$ cat src/rtl/timer_mode_ctrl.sv
// Stopwatch/countdown timer controller: two debounced push-buttons drive an
// IDLE/RUN/PAUSE/DONE FSM; a prescaler generates the 1-second tick.
module timer_mode_ctrl #(
  parameter int TICK_DIV  = 50000000,
  parameter int DB_CYCLES = 1000000
) (
  input  logic       clk,
  input  logic       rst_n,
  input  logic       btn_mode,
  input  logic       btn_start,
  input  logic [7:0] preset,
  output logic       sel,
  output logic [7:0] count,
  output logic       running,
  output logic       done
);

  localparam int DBW = $clog2(DB_CYCLES + 1);
  localparam int PW  = (TICK_DIV > 2) ? $clog2(TICK_DIV) : 1;
  localparam logic [DBW-1:0] DB_LAST  = DBW'(DB_CYCLES - 1);
  localparam logic [PW-1:0]  PRE_LAST = PW'(TICK_DIV - 1);

  typedef enum logic [1:0] {IDLE, RUN, PAUSE, DONE} state_t;

  // Button front end, index 0 = mode, 1 = start
  logic [1:0]          btn_raw;
  logic [1:0]          s1_q, s2_q, vld_q;
  logic [1:0]          db_q, db_d, armed_q, armed_d, press_q, press_d;
  logic [1:0][DBW-1:0] dbc_q, dbc_d;

  assign btn_raw = {btn_start, btn_mode};

  // A button held through reset is not armed until its synchronised level is seen low.
  always_comb begin
    db_d    = db_q;
    dbc_d   = dbc_q;
    press_d = '0;
    armed_d = armed_q;
    for (int i = 0; i < 2; i++) begin
      armed_d[i] = armed_q[i] | (vld_q[1] & ~s2_q[i]);
      if (s2_q[i] == db_q[i]) begin
        dbc_d[i] = '0;
      end else if (dbc_q[i] == DB_LAST) begin
        db_d[i]    = s2_q[i];
        dbc_d[i]   = '0;
        press_d[i] = s2_q[i] & armed_q[i];
      end else begin
        dbc_d[i] = dbc_q[i] + DBW'(1);
      end
    end
  end

  always_ff @(posedge clk or negedge rst_n) begin
    if (!rst_n) begin
      s1_q    <= '0;
      s2_q    <= '0;
      vld_q   <= '0;
      db_q    <= '0;
      dbc_q   <= '0;
      armed_q <= '0;
      press_q <= '0;
    end else begin
      s1_q    <= btn_raw;
      s2_q    <= s1_q;
      vld_q   <= {vld_q[0], 1'b1};
      db_q    <= db_d;
      dbc_q   <= dbc_d;
      armed_q <= armed_d;
      press_q <= press_d;
    end
  end

  // Mode FSM and timer datapath
  state_t          state_q, state_d;
  logic            sel_q, sel_d;
  logic [7:0]      count_q, count_d;
  logic [PW-1:0]   pre_q, pre_d;
  logic            running_q, done_q;
  logic            mode_ev, start_ev, tick;

  assign mode_ev  = press_q[0];
  assign start_ev = press_q[1];
  assign tick     = (pre_q == PRE_LAST);

  always_comb begin
    state_d = state_q;
    sel_d   = sel_q;
    count_d = count_q;
    pre_d   = pre_q;
    case (state_q)
      IDLE: begin
        if (start_ev) begin
          state_d = RUN;
          pre_d   = '0;
          count_d = sel_q ? preset : 8'd0;
        end else if (mode_ev) begin
          sel_d   = ~sel_q;
          count_d = sel_q ? 8'd0 : preset;
        end
      end
      RUN: begin
        pre_d = tick ? '0 : pre_q + PW'(1);
        if (start_ev) state_d = PAUSE;
        // Terminal conditions override a simultaneous pause request.
        if (!sel_q) begin
          if (tick) begin
            if (count_q == 8'hFF) state_d = DONE;
            else                  count_d = count_q + 8'd1;
          end
        end else if (count_q == 8'd0) begin
          state_d = DONE;
        end else if (tick) begin
          count_d = count_q - 8'd1;
          if (count_q == 8'd1) state_d = DONE;
        end
      end
      PAUSE: begin
        if (start_ev) state_d = RUN;
      end
      DONE: begin
        if (start_ev) begin
          state_d = IDLE;
          count_d = sel_q ? preset : 8'd0;
        end
      end
      default: state_d = IDLE;
    endcase
  end

  always_ff @(posedge clk or negedge rst_n) begin
    if (!rst_n) begin
      state_q   <= IDLE;
      sel_q     <= 1'b0;
      count_q   <= 8'd0;
      pre_q     <= '0;
      running_q <= 1'b0;
      done_q    <= 1'b0;
    end else begin
      state_q   <= state_d;
      sel_q     <= sel_d;
      count_q   <= count_d;
      pre_q     <= pre_d;
      running_q <= (state_d == RUN);
      done_q    <= (state_d == DONE);
    end
  end

  assign sel     = sel_q;
  assign count   = count_q;
  assign running = running_q;
  assign done    = done_q;

endmodule

$ cat config.mk
export PLATFORM = sky130hd
export DESIGN_NAME = timer_mode_ctrl
export DESIGN_NICKNAME = d
export VERILOG_FILES = /design/src/rtl/timer_mode_ctrl.sv
export SDC_FILE = /design/constraint.sdc
export NUM_CORES = 1
export LEC_CHECK = 0
export BUFFER_PORTS_ARGS = -buffer_cell sky130_fd_sc_hd__buf_2
export CORE_UTILIZATION = 55
export DETAILED_ROUTE_END_ITERATION = 8
export GPL_TIMING_DRIVEN = 0
export PLACE_DENSITY = 0.75
export REMOVE_ABC_BUFFERS = 1
export SLEW_MARGIN = 20
export SYNTH_ARGS = -nofsm -noshare
export SYNTH_HDL_FRONTEND = slang
export SYNTH_SLANG_ARGS = --single-unit
export TNS_END_PERCENT = 1
$ cat constraint.sdc
create_clock -name clk -period 2.2 [get_ports clk]
set_clock_uncertainty 0.2 [all_clocks]
set_input_delay 0.22 -clock clk [delete_from_list [all_inputs] [get_ports clk]]
set_output_delay 0.22 -clock clk [all_outputs]
set_load 0.01 [all_outputs]
Word level (Yosys, flattened, before mapping)
Index checks and enable logic that the tools add are counted.

cells by class
  $add $sub $neg = 5
  equality and inequality tests = 19
  muxes and demuxes = 32
  bitwise gates (word level) = 12
  reduce and logical (&&, ||, !) cells = 10

operator list
  operator                                                               count
  20-bit two-way mux                                                     4
  8-bit two-way mux                                                      10
  26-bit two-way mux                                                     2
  26-bit case mux with 2 select lines                                    1
  20-bit by 1-bit adder with 20-bit output, second input constant        2
  20-bit equality test, second input constant                            2
  26-bit by 1-bit adder with 26-bit output, second input constant        1
  26-bit equality test, second input constant                            1
  8-bit case mux with 3 select lines                                     1
  2-bit two-way mux                                                      9
  3-bit inequality test, second input constant                           5
  8-bit by 1-bit adder with 8-bit output, second input constant          1
  8-bit by 1-bit equality test with 1-bit output, second input constant  1
  8-bit equality test, second input constant                             1
  8-bit zero test                                                        1
  8-bit by 1-bit subtractor with 8-bit output, second input constant     1
  7-bit AND reduction                                                    1
  2-bit equality test, second input constant                             3
  1-bit NOT                                                              6
  2-bit case mux with 3 select lines                                     1
  2-bit AND reduction                                                    3
  1-bit bitwise AND                                                      4
  2-bit by 1-bit equality test with 1-bit output, second input constant  2
  1-bit two-way mux                                                      4
  8 further kinds                                                        11

word-level totals
  bits in registers = 91
  input port bits = 12
  output and inout port bits = 11
  word-level logic and storage cells = 93

Logic depth before layout (Yosys ltp)
  depth in word-level cells = 7
  gate-level depth with buffers = 9
  mapped depth without buffers = 8

Least setup slack after synthesis
No wires, ideal clock.

  kind = flip-flop to flip-flop
  start = register count_q[0], in the netlist count[0]
  end = register count_q[7], in the netlist count[7]
  library setup time = 126 ps
  data arrival time = 1,974 ps
  required time = 1,874 ps
  setup slack = -101 ps
  stages on the path, launching flop included = 10
  path buffers = 1
  clock period less this slack = 2,301 ps
  cells stage by stage = dfrtp_1 inv_1 ha_1 and4bb_2 nand2_1 and4bb_1 buf_6 o21ai_2 mux2_4 a221o_1

on the way
  longest elaborated chain between the ends = 5
  elaborated cells between the ends (all ways) = 14
  classes of those cells = add/sub: 2; eq/ne: 4; mux: 6; reduce/logical: 2

RTL lines
  element                                                                                                line      source
  start: declaration                                                                                     76        logic [7:0] count_q, count_d;
  start signal: assignment                                                                               141       count_q <= count_d;
  8-bit by 1-bit adder with 8-bit output or 8-bit by 1-bit subtractor with 8-bit output (tied branches)  108, 113
  8-bit two-way mux, on equally long branches                                                            107, 112
  8-bit two-way mux, on equally long branches                                                            106, 110
  8-bit two-way mux                                                                                      105       if (!sel_q) begin
  8-bit case mux with 3 select lines                                                                     90        case (state_q)

Several ways; a longest one is shown, not always the timed one. The select of a mux whose other input is x is not followed.
A chain may end at the register's enable or synchronous reset.

Worst setup path after layout
  start = register pre_q[8]
  end = register count_q[7], in the netlist count[7]

on the way
  longest elaborated chain between the ends = 3
  elaborated cells between the ends (all ways) = 4
  classes of those cells = eq/ne: 3; reduce/logical: 1

RTL lines
  element                                   line  source
  start: declaration                        77    logic [PW-1:0] pre_q, pre_d;
  start signal: assignment                  142   pre_q <= pre_d;
  26-bit equality test (*)                  83    assign tick = (pre_q == PRE_LAST);
  3-bit inequality test (no source line)    n/a
  7-bit AND reduction (no source line) (*)  n/a

Every way passes the cells marked *; elsewhere a longest branch is shown, timed or not.

==> parameters.txt <==
Parameter                              Value

STA
  Number of failing setup endpoints in the final timing report ... 6
  Final Cycle Share ... 107.3%
  Worst rel slew slack ... 67.10%
  Post-route worst setup slack ... -0.1604 ns
  Final Critical Period ... 2.360 ns
  Fmax achieved ... 423.7 MHz
  Tightest Pin Transition ... 0.4884 ns
  Final Max Tran Viols ... 0
  Setup repair after global routing missed its margin ... true
  Final Hold Vio Count ... 0

Placement
  RD Place Congestion ... 0.8189
  Area of placed instances ... 4964 um^2
  Worst slack, placed ... -1.248 ns
  HPWL after detailed placement ... 6.222 mm
  Count of buffers inserted at the top-level ports ... 22

Cells and area
  Fraction of the core area covered by cells at the end of the flow ... 70.04%
  Final layout net count ... 593
  Fraction of final layout cells sized beyond drive strength 1 ... 25.87%
  Synth-to-layout area growth ... 21.75%
  Post-route design area ... 5842 um^2
  Number of antenna diodes ... 0

Yosys
  Largest area contributor in the netlist ... sky130_fd_sc_hd__dfrtp_1
  Largest cells by area after synthesis ... sky130_fd_sc_hd__dfrtp_1 47%, sky130_fd_sc_hd__nor2_1 4.8%, sky130_fd_sc_hd__o21ai_0 4.5%, sky130_fd_sc_hd__xor2_1 4.2%, sky130_fd_sc_hd__nand2_1 3.7%
  Sequential element share of the synthesized area ... 47.46%
  Post-synthesis instance area ... 4798 um^2
  Primary FF master, synth ... sky130_fd_sc_hd__dfrtp_1
  Cell count after synthesis ... 501
  Number of synthesized flops with an enable pin ... 0
  Synth unique cells ... 70
  YS warnings ... 0
  Flip-flop and latch count after synthesis ... 91
  Post-synth ARST share ... 100.0%
  Post-synthesis area per instance ... 9.578 um^2
  Share of the synthesized area in the top cell type ... 47.46%

GRT
  Total global-route track usage ... 24.26%
  Via count of the first global-routing pass ... 3,798
  GRT Residual Overflow ... 0
  Antenna violations before repair ... 0
  Largest net degree at the start of global routing ... 72
  Wire length of the first global-routing pass ... 17.35 mm

Route
  Routed via count ... 4,102
  Vias per inst ... 6.023
  Iteration-0 DRC Markers ... 239
  Detail-routed net length per standard cell ... 16.37 um
  Post-route ant nets ... 0
  First-pass iteration count of the detailed router ... 5
  Total wirelength of the detailed-routed design ... 11.15 mm
  Count of unresolved DRC violations after routing ... 0

Flow run
  Count of maximum capacitance violations ... 0

Floorplanning
  Area enclosed by the die boundary ... 9102 um^2
  Die extent in x ... 95.41 um
  Initial Util ... 57.53%
  Row count ... 33
  Num ports ... 23
  Placeable core region ... 8341 um^2
  Chip height ... 95.41 um

Setup path
  Worst endpoint data arrival time ... 2.43 ns
  Critical Path Source Type ... flop
  Worst setup EP type ... flop
  Reg2reg setup slack ... -0.16 ns
  CP Class ... flop to flop
  Worst path required time ... 2.27 ns
  Maximum fanout along the worst path ... 6

Power
  Maximum vdd drop ... 468.4 uV
  Leakage power figure ... 2.566 nW
  Cell Pwr Density ... 501.0 nW/um^2

Worst hold path
  Worst hold path type ... input pin to flop

CTS
  TritonCTS Sinks ... 91
  Clock insertion delay at the later pin of the skew report ... 0.37 ns
  Register clock-pin slew on the reported worst setup and hold paths ... 0.10 ns
  H-tree depth ... 3
  Clock root buffer ... sky130_fd_sc_hd__clkbuf_8
  TritonCTS clock tree ... done
  Deepest clock path buffer count ... 2
  Number of buffers created by CTS ... 9

Outcome
  Outcome ... finished, violations left
  Violations in the final reports ... setup timing
[placed cells by master (no fill, tap or decap), types with 13 or more instances in the layout]
master                    count
sky130_fd_sc_hd__dfrtp_1     83
sky130_fd_sc_hd__nor2_1      59
sky130_fd_sc_hd__nand2_1     44
sky130_fd_sc_hd__buf_4       40
sky130_fd_sc_hd__o21ai_0     33
sky130_fd_sc_hd__nand3_1     31
sky130_fd_sc_hd__xor2_1      23
sky130_fd_sc_hd__buf_2       21
sky130_fd_sc_hd__a21oi_1     17
sky130_fd_sc_hd__nand4_1     16
sky130_fd_sc_hd__xnor2_1     16
sky130_fd_sc_hd__inv_1       13
[cells by family after synthesis]
logic type	share of synthesized area, %
compound gates	12.15
buf+inv	3.624
other cells	0.07815
fa+ha+maj	2.608
simple gates	25.35
xor+xnor	7.301
mux	1.434
flops	47.46
[layout make-up]
type                    count  area (um^2)
clock inverters             6        55.05
repair buffers             76        578.1
clock buffers              10        137.6
flip-flops and latches     91         2287
inverters                  17        67.56
well taps                 105        131.4
multi-input cells         376         2585
fillers                   592         2499
[synth_stat cells (7+ instances only)]
cell and count:
sky130_fd_sc_hd__nand3_1 31, sky130_fd_sc_hd__nand4_1 16, sky130_fd_sc_hd__o21ai_0 43, sky130_fd_sc_hd__xor2_1 23, sky130_fd_sc_hd__and3_1 7, sky130_fd_sc_hd__clkbuf_1 7
sky130_fd_sc_hd__inv_1 17, sky130_fd_sc_hd__dfrtp_1 91, sky130_fd_sc_hd__nand2_1 47, sky130_fd_sc_hd__ha_1 10, sky130_fd_sc_hd__nor2_1 61, sky130_fd_sc_hd__xnor2_1 17
sky130_fd_sc_hd__a21oi_1 17
[metrics by stage]
step	std cells	total power, mW	hold WS, ns	setup TNS (ns)
floorplan	483	1.755	-0.2756	-8.189
global placement	610	1.804	0.1277	-45.36
detailed placement	611	1.815	-0.1184	-30.18
CTS	660	2.943	0.01979	-0.2810
global route	681	3.027	0.03935	-1.452
finish	681	2.927	0.01030	-0.3783
[registers in the layout, indices dropped and copies added, names as in the netlist]
register  flops
running       1
count         8
sel           1
pre_q        26
vld_q         2
state_q       2
s1_q          2
press_q       2
s2_q          2
db_q          2
done          1
dbc_q        40
armed_q       2
[critical path, cell delays in order, from the launching register on]
cell and delay (ns):
sky130_fd_sc_hd__dfrtp_1 0.47, sky130_fd_sc_hd__nor3b_2 0.30, sky130_fd_sc_hd__nand4_4 0.16, sky130_fd_sc_hd__and4bb_4 0.43, sky130_fd_sc_hd__o21ai_2 0.09, sky130_fd_sc_hd__mux2_4 0.31
sky130_fd_sc_hd__a221o_1 0.28
[per-layer routing]
layer  vias up  wire, um  track usage (%)
li1       1925         -                -
met1      2018      4785            31.04
met2       133      5594            41.07
met3        26       501            5.263
met4         0       268            7.587
met5         -         0                0
[what timing repair did]
| item | 4_1_cts | 5_1_grt |
|---|---|---|
| hold endpoints to repair | 100 | 0 |
| hold buffers | 10 | 0 |
| gates resized for setup | 38 | 31 |
| cloned | 1 | 0 |
| setup endpoints to repair | 34 | 51 |
| setup buffers | 22 | 21 |
| pin swaps | 12 | 15 |
[path summary, 6_finish.rpt]
kind | to | cells after the start | startpoint
setup / recovery | count[7] | 6 | pre_q[8]
hold / removal | count[4] | 4 | preset[4]
setup reg to reg | count[7] | 6 | pre_q[8]
hold reg to reg | vld_q[1] | 0 | vld_q[0]
max in group asynchronous | state_q[0] | 3 | rst_n
min in group asynchronous | dbc_q[35] | 2 | rst_n
[power breakdown]
group	internal [mW]	switching, mW
sequential	1.69	0.0112
clock	0.466	0.667
combinational	0.0373	0.0592
(Power assumes the default switching activity.)
